===== src/rtl/dcache_port_arbiter.sv =====
// Single data-cache port shared by committed stores (buffered) and speculative loads.
// One cache transaction in flight; stores drain from a circular buffer, loads may be squashed.
//
// state  | meaning
// S_IDLE | pick store/load, latch request register
// S_REQ  | mem_req_valid held until mem_req_ready
// S_WAIT | waiting on mem_resp_valid; pop store or return load data
module dcache_port_arbiter #(
   parameter int ADDR_W     = 32,
   parameter int DATA_W     = 32,
   parameter int SB_DEPTH   = 4,
   parameter int LQ_ID_W    = 3,
   parameter int STARVE_MAX = 4
) (
   input  logic               clk,
   input  logic               rst_n,
   input  logic               commit_store_valid,
   input  logic [ADDR_W-1:0]  commit_store_addr,
   input  logic [DATA_W-1:0]  commit_store_data,
   output logic               sb_full,
   output logic               sb_empty,
   input  logic               ld_req_valid,
   input  logic [ADDR_W-1:0]  ld_req_addr,
   input  logic [LQ_ID_W-1:0] ld_req_id,
   output logic               ld_req_ready,
   output logic               ld_resp_valid,
   output logic [DATA_W-1:0]  ld_resp_data,
   output logic [LQ_ID_W-1:0] ld_resp_id,
   input  logic               flush,
   output logic               mem_req_valid,
   output logic               mem_req_we,
   output logic [ADDR_W-1:0]  mem_req_addr,
   output logic [DATA_W-1:0]  mem_req_wdata,
   input  logic               mem_req_ready,
   input  logic               mem_resp_valid,
   input  logic [DATA_W-1:0]  mem_resp_rdata
);

   localparam int PTR_W = $clog2(SB_DEPTH);
   localparam int CNT_W = $clog2(STARVE_MAX + 1);

   typedef enum logic [1:0] {S_IDLE, S_REQ, S_WAIT} state_t;

   state_t state, state_nxt;

   logic [ADDR_W-1:0]  sb_addr [SB_DEPTH];
   logic [DATA_W-1:0]  sb_data [SB_DEPTH];
   logic [SB_DEPTH-1:0] sb_vld;
   logic [PTR_W:0]     head, tail;
   logic [PTR_W-1:0]   head_idx, tail_idx;

   logic [ADDR_W-1:0]  req_addr;
   logic [DATA_W-1:0]  req_wdata;
   logic               req_we;
   logic [LQ_ID_W-1:0] req_id;
   logic               kill;
   logic [CNT_W-1:0]   starve;

   logic addr_hit, load_ok, store_sel, load_sel;
   logic store_grant, load_grant, sb_pop, sb_push;

   assign head_idx = head[PTR_W-1:0];
   assign tail_idx = tail[PTR_W-1:0];
   assign sb_empty = (head == tail);
   assign sb_full  = (head[PTR_W] != tail[PTR_W]) && (head_idx == tail_idx);

   // Word-granular match: a load overlapping any buffered store must wait for it to drain.
   always_comb begin
      addr_hit = 1'b0;
      for (int i = 0; i < SB_DEPTH; i++) begin
         if (sb_vld[i] && (sb_addr[i][ADDR_W-1:2] == ld_req_addr[ADDR_W-1:2]))
            addr_hit = 1'b1;
      end
   end

   assign load_ok   = ld_req_valid && !flush;
   assign store_sel = !sb_empty && (sb_full || (starve == CNT_W'(STARVE_MAX)) ||
                                    (ld_req_valid && addr_hit) || !load_ok);
   assign load_sel  = load_ok && !store_sel;

   always_comb begin
      state_nxt   = state;
      store_grant = 1'b0;
      load_grant  = 1'b0;
      sb_pop      = 1'b0;
      case (state)
         S_IDLE: begin
            if (store_sel) begin
               store_grant = 1'b1;
               state_nxt   = S_REQ;
            end else if (load_sel) begin
               load_grant = 1'b1;
               state_nxt  = S_REQ;
            end
         end
         S_REQ: begin
            if (mem_req_ready)
               state_nxt = S_WAIT;
         end
         S_WAIT: begin
            if (mem_resp_valid) begin
               state_nxt = S_IDLE;
               sb_pop    = req_we;
            end
         end
         default: state_nxt = S_IDLE;
      endcase
   end

   // A full buffer still takes a push when the head retires in the same cycle.
   assign sb_push = commit_store_valid && (!sb_full || sb_pop);

   always_ff @(posedge clk) begin
      if (!rst_n) begin
         state     <= S_IDLE;
         head      <= '0;
         tail      <= '0;
         sb_vld    <= '0;
         starve    <= '0;
         kill      <= 1'b0;
         req_addr  <= '0;
         req_wdata <= '0;
         req_we    <= 1'b0;
         req_id    <= '0;
      end else begin
         state <= state_nxt;
         if (sb_pop) begin
            sb_vld[head_idx] <= 1'b0;
            head             <= head + 1'b1;
         end
         if (sb_push) begin
            sb_vld[tail_idx] <= 1'b1;
            tail             <= tail + 1'b1;
         end
         if (store_grant) begin
            req_addr  <= sb_addr[head_idx];
            req_wdata <= sb_data[head_idx];
            req_we    <= 1'b1;
            req_id    <= '0;
         end else if (load_grant) begin
            req_addr  <= ld_req_addr;
            req_wdata <= '0;
            req_we    <= 1'b0;
            req_id    <= ld_req_id;
         end
         if (store_grant || sb_empty)
            starve <= '0;
         else if (load_grant && (starve != CNT_W'(STARVE_MAX)))
            starve <= starve + 1'b1;
         if (state_nxt == S_IDLE)
            kill <= 1'b0;
         else if (flush && !req_we && ((state == S_REQ) || (state == S_WAIT)))
            kill <= 1'b1;
      end
   end

   always_ff @(posedge clk) begin
      if (sb_push) begin
         sb_addr[tail_idx] <= commit_store_addr;
         sb_data[tail_idx] <= commit_store_data;
      end
   end

   always @(posedge clk) begin
      if (rst_n)
         assert (!(commit_store_valid && sb_full && !sb_pop))
            else $warning("store buffer overflow, committed store dropped");
   end

   assign ld_req_ready  = rst_n && (state == S_IDLE) && load_sel;
   assign mem_req_valid = rst_n && (state == S_REQ);
   assign mem_req_we    = req_we;
   assign mem_req_addr  = req_addr;
   assign mem_req_wdata = req_wdata;
   // A flush coinciding with the response squashes it as well as a registered kill.
   assign ld_resp_valid = rst_n && (state == S_WAIT) && mem_resp_valid && !req_we && !kill && !flush;
   assign ld_resp_data  = mem_resp_rdata;
   assign ld_resp_id    = req_id;

endmodule


===== config.mk =====
export PLATFORM = sky130hd
export DESIGN_NAME = dcache_port_arbiter
export DESIGN_NICKNAME = d
export VERILOG_FILES = /design/src/rtl/dcache_port_arbiter.sv
export SDC_FILE = /design/constraint.sdc
export NUM_CORES = 1
export LEC_CHECK = 0
export BUFFER_PORTS_ARGS = -buffer_cell sky130_fd_sc_hd__buf_2
export CAP_MARGIN = 10
export CORE_UTILIZATION = 61
export CTS_CLUSTER_DIAMETER = 50
export DETAILED_ROUTE_END_ITERATION = 16
export PLACE_DENSITY = 0.85
export SYNTH_ARGS = -nofsm -noshare
export SYNTH_HDL_FRONTEND = slang
export SYNTH_SLANG_ARGS = --single-unit

===== constraint.sdc =====
create_clock -name clk -period 5.1 [get_ports clk]
set_input_delay 1.02 -clock clk [delete_from_list [all_inputs] [get_ports clk]]
set_output_delay 1.02 -clock clk [all_outputs]
set_load 0.01 [all_outputs]

# After elaboration in Yosys (flattened, before gate mapping)
# Memory sizes are Yosys's and may differ from the RTL's. A register that Yosys moved wholly into a read port is not among the register bits.
# Index checks and enable logic that the tools add are counted.
# totals
regBits	84
mem_bits_rw	256
output_inout_bits	105
mem_count	2
# mem_list
memory	words	word_bits	read_ports	rd_clocked_by_memory_dff	write_ports	line_no	source
sb_addr	4	32	5	1	1	46	logic [ADDR_W-1:0] sb_addr [SB_DEPTH];
sb_data	4	32	1	1	1	47	logic [DATA_W-1:0] sb_data [SB_DEPTH];
# op_classes
mux	35
n_eq_ne	11
magnitude_cmp	4
bitwise	4
addsub	3
reduce_logical	42
# op_table
cell	n
2-to-1 mux 32 bit	4
equality test 30 bit	4
logical AND 1 bit	23
2-to-1 mux 1 bit	17
2-to-1 mux 2 bit	8
2-to-1 mux 4 bit	3
adder 3 x 1 -> 3 bit, second input constant	3
logical NOT 1 bit	7
logical OR 1 bit	6
< comparator 2 x 3 -> 1 bit, second input constant	2
one-hot mux 2 bit (3 select lines)	1
OR reduction 2 bit	3
bitwise AND 4 bit	1
demux 1 bit (select 2 bit)	2
greater-or-equal comparator 2 x 1 -> 1 bit, second input constant	2
logical NOT 2 bit	2
inverter 4 bit	1
OR 4 bit	1
equality test 3 bit	1
equality test 3 bit, second input constant	1
inequality test 3 bit, second input constant	1
equality test 2 x 1 -> 1 bit, second input constant	1
equality test 2 bit	1
equality test 2 bit, second input constant	1
other kinds (3)	3

# Depth between registers and ports, before layout
# depth
depth_word	17
mapped_depth	10

# Least setup slack after synthesis
# No wires, ideal clock.
# synth_timing
path_kind	input to output
start	input ld_req_addr[15]
end	output ld_req_ready
stages	7
slack_ns	1.371
t_arrival_ns	2.709
path_buffers	1
required_time_ns	4.080
cell_sequence	clkbuf_1 -> xnor2_1 -> nand4_1 -> or4_4 -> nor4_4 -> o31ai_1 -> and3_1
# synth_via
elab_chain_cells	13
elab_cells_between_ends	19
classes_between	4 x eq/ne; 4 x mux; 11 x reduce/logical
# synth_lines
element	line_no	source
start, declared	23	input logic [ADDR_W-1:0] ld_req_addr,
equality test 30 bit	71	if (sb_vld[i] && (sb_addr[i][ADDR_W-1:2] == ld_req_addr[ADDR_W-1:2]))
logical AND 1 bit	71	
2-to-1 mux 1 bit (3 in a row)	71	
2-to-1 mux 1 bit *	71	
logical AND 1 bit *	78	(ld_req_valid && addr_hit) || !load_ok);
logical OR 1 bit *	77	assign store_sel = !sb_empty && (sb_full || (starve == CNT_W'(STARVE_MAX)) ||
logical OR 1 bit *	78	
logical AND 1 bit *	77	
logical NOT 1 bit *	79	assign load_sel = load_ok && !store_sel;
logical AND 1 bit *	79	
logical AND 1 bit *	170	assign ld_req_ready = rst_n && (state == S_IDLE) && load_sel;
end, declared	25	output logic ld_req_ready,
# Every way passes the cells marked *; elsewhere a longest branch is shown, timed or not.

# Worst setup path after layout
# layout_timing
start	input ld_req_addr[23]
end	output ld_req_ready
# The elaborated chain is that of the path after synthesis.

==> results.sh <==
export IMPL_cp_slowest_stage_delay_ns=0.53
export IMPL_drt_iter0_drc=869
export IMPL_max_slew_margin_pct=26.2
export IMPL_critical_path_class="input port to output pin"
export IMPL_grt_overflow_total=0
export IMPL_grt_pass1_vias=8741
export IMPL_irDropWorstVdd_mv=0.278
export IMPL_vias_per_cell=6.06
export IMPL_p_leak_nw=6.28
export IMPL_gp_congestion=0.884
export IMPL_fin_tns_setup_ns=0
export IMPL_timing_critical_path_mode_cell="buf_2"
export IMPL_post_route_util_pct=71.3
export IMPL_min_period_over_period_pct=86.4
export IMPL_setup_viol=0
export IMPL_cp_start_kind="input port"
export IMPL_drv_cap=0
export IMPL_cp_startpoint="ld_req_addr[23]"
export IMPL_hold_ws_ns=0.469
export IMPL_cts_max_level=2
export IMPL_end_kind="output pin"
export IMPL_wl_per_cell_um=22.9
export IMPL_fmax_mhz=227
export IMPL_holdPathEnd="mem_req_wdata[6]"
export IMPL_antenna_found_initial=7
export IMPL_tightest_slew_ns=1.11
export IMPL_dr_pass1_iters=5
export IMPL_total_power_w=0.00664
export IMPL_hold_viol=0
export IMPL_reg2reg_depth=7
export IMPL_hold_path_depth=2
export IMPL_hp_start="mem_req_wdata[6]"
export IMPL_core_area_mm2=0.0238
export IMPL_io_pins=243
export IMPL_rrSetupSlack_ns=1.65
export IMPL_wl_um=33400
export IMPL_hpwl_um=21200
export IMPL_async_reset_ff_share_pct=0
export IMPL_layout_nets=1257
export IMPL_r2r_start="sb_addr[3][23]"
export IMPL_track_usage_pct=27.2
export IMPL_clockRootBuffer="clkbuf_16"
export IMPL_crit_family="simple AND/OR/NAND/NOR gates"
export IMPL_r2r_end="mem_req_addr[12]"
export IMPL_insertion_delay_ns=0.52
export IMPL_status="completed"
export IMPL_synth_flop_cell="edfxtp_1"
export IMPL_num_rows=56
export IMPL_synth_area_per_cell_um2=15.1
export IMPL_cts_buffers=36
export IMPL_grt_max_degree=91
export IMPL_grt_pass1_wl_um=49700
export IMPL_p_per_area_mw_per_mm2=392
export IMPL_path_buf_inv=2
export IMPL_rsz0062_at_grt="no"
export IMPL_vias=8830
export IMPL_ctsHoldBuffers=0
export IMPL_die_x_um=159
export IMPL_fin_skew_ns=0.0180
export IMPL_cts_sinks=342
export IMPL_cts_setup_buffers=0
export IMPL_synth_seq_cells=342
export IMPL_cts_resized=0
export IMPL_ant_nets=0
export IMPL_synth_fp_nets=1142
export IMPL_arrival_ns=3.39
export IMPL_synth_cell_types=41
export IMPL_cts_tree="yes"
export IMPL_synth_edff_count=256
export IMPL_syn_cell_area_mm2=0.0150
export IMPL_ys_seq_area_share_pct=62.9
export IMPL_drc_errors=0
export IMPL_crit_chain="buf_2, xnor2_1, nand4_1, or4_1, o22ai_1, o31ai_1, and3_1, buf_2"
export IMPL_clk_pin_slew_worst_paths_ns=0.06
export IMPL_die_area_mm2=0.0251
export IMPL_syn_inst=990
export IMPL_clockBufferDepth=3
export IMPL_ys_warn_count=0
export IMPL_drive_above_1_share_pct=27.8
export IMPL_die_h_um=159
export IMPL_finalMaxSlewViolations=0
export IMPL_worstPathRequired_ns=4.08
export IMPL_portBuffers=178
export IMPL_cp_slowest_cell="or4_1"
export IMPL_hold_class="register to register"
export IMPL_worst_path_max_fanout=6
export IMPL_syn_to_final_growth_pct=13.3
export IMPL_fin_crit_ns=4.41
export IMPL_initial_core_util_pct=63.0
## flip-flops by register name, summed over array words and instances (netlist names), 4 cells and up, named ones only
name	flops
mem_req_addr	32
mem_req_wdata	32
sb_addr	128
sb_data	128
sb_vld	4
## logic make-up after synthesis
family                   share of synthesized area [%]
AO/OA/AOI/OAI                                     4.83
buffers and inverters                             4.29
XOR/XNOR                                          7.44
flip-flops                                        62.9
multiplexers                                      13.9
AND/OR/NAND/NOR                                   5.42
adder cells (fa/ha/maj)                           1.17
## per-stage QoR
stage	instances	setup slack (ns)	instance area [um^2]
2_1_floorplan	990	1.37	15000
3_3_place_gp	1386	0.895	15800
3_5_place_dp	1386	0.849	15800
4_1_cts	1452	0.814	16900
5_1_grt	1454	0.578	16900
6_report	1457	0.692	16900
## cell type report
| class | instances | area (um^2) |
|---|---|---|
| Fill cell | 1492 | 6820 |
| Timing Repair Buffer | 187 | 986 |
| Antenna cell | 5 | 12.5 |
| Clock inverter | 18 | 184 |
| Clock buffer | 48 | 967 |
| Tap cell | 319 | 399 |
| Inverter | 11 | 41.3 |
| Multi-Input combinational cell | 527 | 4930 |
| Sequential cell | 342 | 9410 |
## worst max path at each step
stage / cells after the start / end / slack (ns)
global placement: 8 / ld_req_ready / 0.89
detailed placement: 8 / ld_req_ready / 0.85
floorplan: 7 / ld_req_ready / 1.37
CTS: 8 / ld_req_ready / 0.81
finish: 8 / ld_req_ready / 0.69
global route: 8 / ld_req_ready / 0.58
## report_power, final
group | switching, W | internal, W | total [W]
combinational | 0.000483 | 0.000329 | 0.000812
sequential | 0.0000902 | 0.00318 | 0.00327
clock | 0.00105 | 0.00150 | 0.00255
## Yosys cell counts (all sizes together) (3+ instances only)
master  count  share of area [%]
edfxtp    256                 51
xnor2      91                5.3
dfxtp      86                 12
mux2i      64                4.3
mux4       64                9.6
buf        60                2.8
clkbuf     50                1.3
nand2      45                1.1
o21ai      43                1.4
nand3      40                1.3
xor2       36                2.1
o211a      32                2.1
nand4      24                1.0
ha         14                1.2
a21oi      12               0.40
inv        11               0.28
and2       10               0.42
nor4       10               0.52
nor2        8               0.20
nor2b       6               0.25
a21boi      5               0.25
nor3        4               0.13
o21a        3               0.15
or4         3               0.18
## tightest hold or removal path, stage by stage (launching register included)
cell	delay, ns
dfxtp_1	0.31
nand3_1	0.06
mux2i_1	0.06
## layout by cell type, fill, tap and decap left out, drive strengths merged, types with 40 or more instances in the layout
master,instances
clkbuf,48
nand3,40
xnor2,91
edfxtp,256
nand2,45
mux2i,64
dfxtp,86
buf,187
o21ai,43
mux4,64
## routing by layer
| metal | global-route usage, % | wire, um | vias up |
|---|---|---|---|
| li1 | - | - | 3934 |
| met3 | 7.92 | 3380 | 81 |
| met1 | 35.9 | 13200 | 4383 |
| met2 | 43.9 | 16000 | 426 |
| met4 | 8.52 | 797 | 6 |
| met5 | 0 | 39 | - |
Note: power is estimated with default switching activity, not from simulation.
